==> config.mk <==
export PLATFORM = sky130hd
export DESIGN_NAME = rev_reg_slice
export DESIGN_NICKNAME = d
export VERILOG_FILES = /design/src/rtl/rev_reg_slice_pkg.sv /design/src/rtl/rev_reg_slice.sv
export SDC_FILE = /design/constraint.sdc
export NUM_CORES = 1
export LEC_CHECK = 0
export CAP_MARGIN = 20
export CELL_PAD_IN_SITES_DETAIL_PLACEMENT = 0
export CELL_PAD_IN_SITES_GLOBAL_PLACEMENT = 1
export CORE_AREA = 2 2 53 55
export DETAILED_ROUTE_END_ITERATION = 10
export DIE_AREA = 0 0 55 57
export PLACE_DENSITY_LB_ADDON = 0.3
export SYNTH_ARGS = -nofsm -noshare
export SYNTH_HDL_FRONTEND = slang
export SYNTH_SLANG_ARGS = --single-unit
==> constraint.sdc <==
create_clock -name clk -period 4.35 [get_ports clk]
set_input_delay 1.0875 -clock clk [delete_from_list [all_inputs] [get_ports clk]]
set_output_delay 1.0875 -clock clk [all_outputs]
set_load 0.005 [all_outputs]
==> src/rtl/rev_reg_slice_pkg.sv <==
// Shared types and constants for the rev_reg_slice two-entry register slice.
package rev_reg_slice_pkg;

    // Slice fill state. Encoding 2'd3 is illegal and recovers to EMPTY.
    typedef enum logic [1:0] {
        EMPTY = 2'd0,
        ONE   = 2'd1,
        FULL  = 2'd2
    } slice_state_e;

    // Occupancy values reported on the occupancy port.
    localparam logic [1:0] OCC_EMPTY = 2'd0;
    localparam logic [1:0] OCC_ONE   = 2'd1;
    localparam logic [1:0] OCC_FULL  = 2'd2;

    // Map a state to the number of beats it holds; illegal encodings report empty.
    function automatic logic [1:0] state_occupancy(input slice_state_e state);
        logic [1:0] occ;
        occ = OCC_EMPTY;
        case (state)
            EMPTY:   occ = OCC_EMPTY;
            ONE:     occ = OCC_ONE;
            FULL:    occ = OCC_FULL;
            default: occ = OCC_EMPTY;
        endcase
        return occ;
    endfunction

    // True when the state presents a beat to the consumer.
    function automatic logic state_has_beat(input slice_state_e state);
        return (state == ONE) || (state == FULL);
    endfunction

endpackage

==> src/rtl/rev_reg_slice.sv <==
// Two-entry valid/ready register slice. Every output comes straight from a
// flop (or a decode of the state flop), so no input-to-output combinational
// path exists in either direction. The main register drives out_data; the
// skid register catches the single beat in flight when the consumer stalls.
module rev_reg_slice
    import rev_reg_slice_pkg::*;
#(
    parameter int WIDTH = 8
) (
    input  logic             clk,
    input  logic             rst,
    input  logic [WIDTH-1:0] in_data,
    input  logic             in_valid,
    output logic             in_ready,
    output logic [WIDTH-1:0] out_data,
    output logic             out_valid,
    input  logic             out_ready,
    output logic [1:0]       occupancy
);

    slice_state_e     state_q;
    slice_state_e     state_d;
    logic [WIDTH-1:0] main_q;
    logic [WIDTH-1:0] skid_q;
    logic             in_ready_q;
    logic             in_ready_d;

    logic             in_xfer;
    logic             out_xfer;
    logic             load_main_from_in;
    logic             load_main_from_skid;
    logic             load_skid;

    // Handshake decode from registered outputs only.
    assign out_valid = state_has_beat(state_q);
    assign in_xfer   = in_valid & in_ready_q;
    assign out_xfer  = out_valid & out_ready;

    // Next-state and data-steering decode for the three-state fill FSM.
    always_comb begin
        // NOTE: every signal written here gets a default first so that no path leaves it unassigned and infers a latch.
        state_d             = state_q;
        load_main_from_in   = 1'b0;
        load_main_from_skid = 1'b0;
        load_skid           = 1'b0;

        case (state_q)
            EMPTY: begin
                if (in_xfer) begin
                    load_main_from_in = 1'b1;
                    state_d           = ONE;
                end
            end
            ONE: begin
                case ({in_xfer, out_xfer})
                    2'b11: begin
                        // Beat leaves and the next one replaces it directly.
                        load_main_from_in = 1'b1;
                        state_d           = ONE;
                    end
                    2'b01: begin
                        state_d = EMPTY;
                    end
                    2'b10: begin
                        // Consumer stalled with a beat in flight: park it in skid.
                        load_skid = 1'b1;
                        state_d   = FULL;
                    end
                    default: begin
                        state_d = ONE;
                    end
                endcase
            end
            FULL: begin
                // in_ready is low here, so only the output side can move.
                if (out_xfer) begin
                    load_main_from_skid = 1'b1;
                    state_d             = ONE;
                end
            end
            default: begin
                // Illegal encoding: recover to a clean empty slice.
                state_d = EMPTY;
            end
        endcase

        // Accept unless the slice will be full after this edge.
        in_ready_d = (state_d != FULL);
    end

    // State register and registered ready; reset discards any held beats.
    always_ff @(posedge clk) begin
        // NOTE: sequential state uses non-blocking assignments so all flops update together at the edge.
        if (rst) begin
            state_q    <= EMPTY;
            in_ready_q <= 1'b0;
        end else begin
            state_q    <= state_d;
            in_ready_q <= in_ready_d;
        end
    end

    // Main (output) data register: loads from the producer or from skid.
    always_ff @(posedge clk) begin
        // NOTE: the data registers are reset because the interface promises out_data=0 after reset, not just a cleared valid.
        if (rst) begin
            main_q <= '0;
        end else if (load_main_from_in) begin
            main_q <= in_data;
        end else if (load_main_from_skid) begin
            main_q <= skid_q;
        end
    end

    // Skid register: captures the beat accepted while the consumer stalls.
    always_ff @(posedge clk) begin
        if (rst) begin
            skid_q <= '0;
        end else if (load_skid) begin
            skid_q <= in_data;
        end
    end

    assign in_ready  = in_ready_q;
    assign out_data  = main_q;
    assign occupancy = state_occupancy(state_q);

endmodule

Word-level counts from Yosys, hierarchy flattened
Cells that the tools add are included.

storage, ports and cells
  bits in registers = 19
  bits of input ports = 12
  word-level logic and storage cells = 29

cells by class
  bitwise gates (word level) = 2
  reduce and logical (&&, ||, !) cells = 3
  multiplexer cells = 14
  eq/ne operators = 6

operators by type and width
  cell                                                  count
  2-to-1 mux 8 bit                                      2
  one-hot mux 2 bit (2 select lines)                    2
  equality test 2 bit (second input constant)           3
  2-to-1 mux 1 bit                                      6
  one-hot mux 2 bit (3 select lines)                    1
  equality test 2 x 1 -> 1 bit (second input constant)  2
  2-to-1 mux 2 bit                                      2
  AND 1 bit                                             2
  zero test 2 bit                                       1
  inequality test 2 bit (second input constant)         1
  one-hot mux 1 bit (2 select lines)                    1
  nonzero test 2 bit                                    1
  logical OR 1 bit                                      1

Depth between registers and ports, before layout
  depth after elaboration = 7
  gate-level depth with buffers = 7
  mapped depth without buffers = 6

Worst setup path after synthesis
Ideal clock, no wire load.

  path type = input port to flip-flop
  start point = in out_ready
  end point = reg main_q[4] (netlist: out_data[4])
  required time = 4.262 ns
  slack = 2.437 ns
  buffers on the path = 1
  stages on the path = 5
  data arrival time = 1.825 ns
  setup time = 0.088 ns
  path through = and3_4 -> o21ai_4 -> buf_6 -> nor2_2 -> a311oi_2

on the way
  longest elaborated chain between the ends = 5
  elaborated cells on any way between the ends = 8
  classes of those cells = eq/ne (1); mux (5); bitwise (1); reduce/logical (1)

ends and longest elaborated chain
  item                                                    RTL line              text
  from (decl)                                             rev_reg_slice.sv:17   input logic out_ready,
  AND 1 bit *                                             rev_reg_slice.sv:37   assign out_xfer = out_valid & out_ready;
  equality test 2 bit                                     rev_reg_slice.sv:55   case ({in_xfer, out_xfer})
  2-to-1 mux 1 bit                                        rev_reg_slice.sv:55
  one-hot mux 1 bit (2 select lines)                      rev_reg_slice.sv:47   case (state_q)
  2-to-1 mux 8 bit or nonzero test 2 bit (tied branches)  -
  to (signal assigned)                                    rev_reg_slice.sv:109  main_q <= in_data;
  to (signal assigned)                                    rev_reg_slice.sv:111  main_q <= skid_q;
  to (decl)                                               rev_reg_slice.sv:23   logic [WIDTH-1:0] main_q;

Every way passes the cells marked *; elsewhere a longest branch is shown, timed or not.
A chain may end at the register's enable or synchronous reset.

Final worst setup path
  start point = reg state_q[1]
  end point = out out_valid

on the way
  longest elaborated chain between the ends = 2
  elaborated cells on any way between the ends = 3
  classes of those cells = eq/ne (2); reduce/logical (1)

ends and longest elaborated chain
  item                                                                 RTL line                 text
  from (decl)                                                          rev_reg_slice.sv:21      slice_state_e state_q;
  from (signal assigned)                                               rev_reg_slice.sv:98      state_q <= state_d;
  equality test 2 x 1 -> 1 bit or equality test 2 bit (tied branches)  rev_reg_slice_pkg.sv:31  return (state == ONE) || (state == FULL);
  logical OR 1 bit *                                                   rev_reg_slice_pkg.sv:31
  to (decl)                                                            rev_reg_slice.sv:16      output logic out_valid,

Marks and branches as above.

==> out/results.ini <==
[clock_tree]
clock_tree_from_tritoncts = yes
max-clock-path-buffers = 2
cts_hold_buf = 0
postCtsSetupRepairBufs = 0
cts_sinks = 19
worstSkewPairLatency_ns = 0.30
cts-resized-gates = 0
depth_of_the_cts_h_tree = 1
numCtsBuffers = 3
root_buffer = sky130_fd_sc_hd__clkbuf_4
clk_transition_reported_paths_ns = 0.11

[route]
route.detailed.drc = 0
wirelength_mm = 1.97
detail_route.vias_per_cell = 5.11
num_vias = 812
routed_wire_length_per_instance_um = 12.4
drt_pre_antenna_iters = 3
ant_nets = 0
drt_first_iter_violations = 11

[run_status]
status = completed

[place]
port-buffer-count = 23
globalplace.congestion = 0.718
post-dp-hpwl_mm = 1.40

[timing]
finalClockSkew_ns = 0.00745
relSlewSlack = 0.521
highest_clock_frequency_the_design_can_meet_ghz = 0.362
grt_setup_unrepaired = no
final_setup_violation_count = 0
worst_hold_slack_ns = 0.463
setup-tns-final_ns = 0
period_share = 0.635
timing_hold_violations_final = 0
worst_slew_pin_slew_ns = 0.716
final_max_slew_viol_count = 0
min_period_ns = 2.76

[pwr]
worst_ir_drop_vdd_mv = 0.188
power_density_mw_per_mm2 = 332
power.leakage_nw = 0.398
p_total_uw = 385

[finish]
filler_cell_count = 286
sequential_cell_area_um2 = 380
area_of_combinational_cells_with_multiple_inputs_um2 = 477
layout.nets = 146
most_common_cell_after_layout_fill_and_taps_aside = sky130_fd_sc_hd__nand2_1
drive_gt1_frac = 0.0938
antenna_cells_inserted = 0
syn2layout_area_growth_pct = 29.2
mostFrequentLayoutCells = sky130_fd_sc_hd__nand2_1 (28), sky130_fd_sc_hd__clkdlybuf4s50_1 (23), sky130_fd_sc_hd__dfxtp_1 (19), sky130_fd_sc_hd__nand3_1 (11), sky130_fd_sc_hd__a21oi_1 (9)

[synth]
synthesis.instances = 107
ys_seq_area_frac = 0.423
synth.lib_cells_used.distinct = 24
yosys_register_bits = 19
yosysWarnings = 0
average_footprint_of_a_synthesized_cell_um2 = 8.40
syn_nets = 124
post_synth_instance_area_um2 = 898

[setup_path]
arrival_ns = 1.67
worst_setup_path_start_kind = register
required_ns = 3.26
critical_path.max_fanout = 6
critical_path.cell_chain = inv_1 > ha_1 > clkdlybuf4s50_1
reg2reg_from = state_q[1]
end_kind = output pin
cpPeakStageDelay_ns = 0.52
timing.setup.critical_path_class = reg2out
worst_setup_path_startpoint = state_q[1]
crit_path_top_delay_cell = sky130_fd_sc_hd__clkdlybuf4s50_1

[global_routing]
number_of_antenna_violations_at_the_first_check_in_global_routing = 0
global_route_wire_length_before_repair_mm = 3.39
grt_overflow_total = 0
grt_max_degree = 20
number_of_global_route_vias_before_repair = 757
global_routing_usage_summed_across_all_routing_layers = 0.147

[floorplanning]
core_mm2 = 0.00262
start_util = 0.344
ioPinCount = 24
die_w_um = 55
die_h_um = 57
fp.dieArea_mm2 = 0.00314
row_count = 19

[job]
maxCapViolCount = 0

[hold_path]
min-delay-path-class = reg2reg
min_from = skid_q[2]

[cell usage after synthesis (all sizes together)]
cell	count	area share
nand2	28	0.12
dfxtp	19	0.42
nand3	12	0.072
a21oi	9	0.050
a311oi	8	0.092
nor2	8	0.039
ha	5	0.070
buf	4	0.029
and3	2	0.021
clkbuf	2	0.0084
inv	2	0.0084
o21ai	2	0.024
a221oi	1	0.0098
a31oi	1	0.0070
and2	1	0.0070
nor2b	1	0.0070
nor3	1	0.0056
xnor2	1	0.0098
[routing by layer]
metal	wire length, µm	global-route usage
met4	17	0.0662
met1	964	0.213
met5	0	0
met2	915	0.211
met3	74	0.0236
[through the flow]
| stage | utilization | std cells | setup WS (ns) | area, µm² |
|---|---|---|---|---|
| after global placement | 0.433 | 155 | 1.57 | 1130 |
| after global routing | 0.444 | 159 | 1.48 | 1160 |
| after CTS | 0.444 | 159 | 1.57 | 1160 |
| final | 0.444 | 159 | 1.59 | 1160 |
| after detailed placement | 0.433 | 155 | 1.47 | 1130 |
| after floorplan | - | 107 | 2.44 | 898 |
[kinds of logic (layout without fill, tap and decap cells)]
kind of cell,Yosys count,count (layout),share of synthesized area
xor gates and xnor gates,1,1,0.00975
DFF,19,19,0.423
and+or+nand+nor,53,53,0.269
AOI/OAI and AO/OA,21,21,0.182
buffers and inverters,8,29,0.0460
adders and majority gates,5,5,0.0696
[where the power goes]
part	switching (mW)	internal [mW]
sequential	0.00806	0.188
clock	0.0560	0.0342
combinational	0.0476	0.0516
[worst paths after layout]
kind,to,cells past startpoint,slack (ns)
worst max register to register,out_data[0],6,2.53
worst min register to register,skid_q[2],2,0.46
worst min-delay path,skid_q[2],2,0.46
worst max-delay path,out_valid,3,1.59
[state kept, by name, indices dropped and copies added (netlist names)]
register / count
out_data: 8
skid_q: 8
state_q: 2
in_ready: 1
[final cells by class]
| cell class | count | share of cell area |
|---|---|---|
| sequential | 19 | 0.328 |
| timing repair buffer | 23 | 0.198 |
| clock buffer | 3 | 0.0194 |
| multi-input combinational | 80 | 0.411 |
| clock inverter | 1 | 0.00431 |
| tap | 31 | 0.0334 |
| inverter | 2 | 0.00647 |
[worst max-delay path: cells and delay by family (launching register included)]
family,cells,cell delay [ns]
flops,1,0.43
buf+inv,2,0.61
fa+ha+maj,1,0.34
Note: power is estimated with default switching activity, not from simulation.
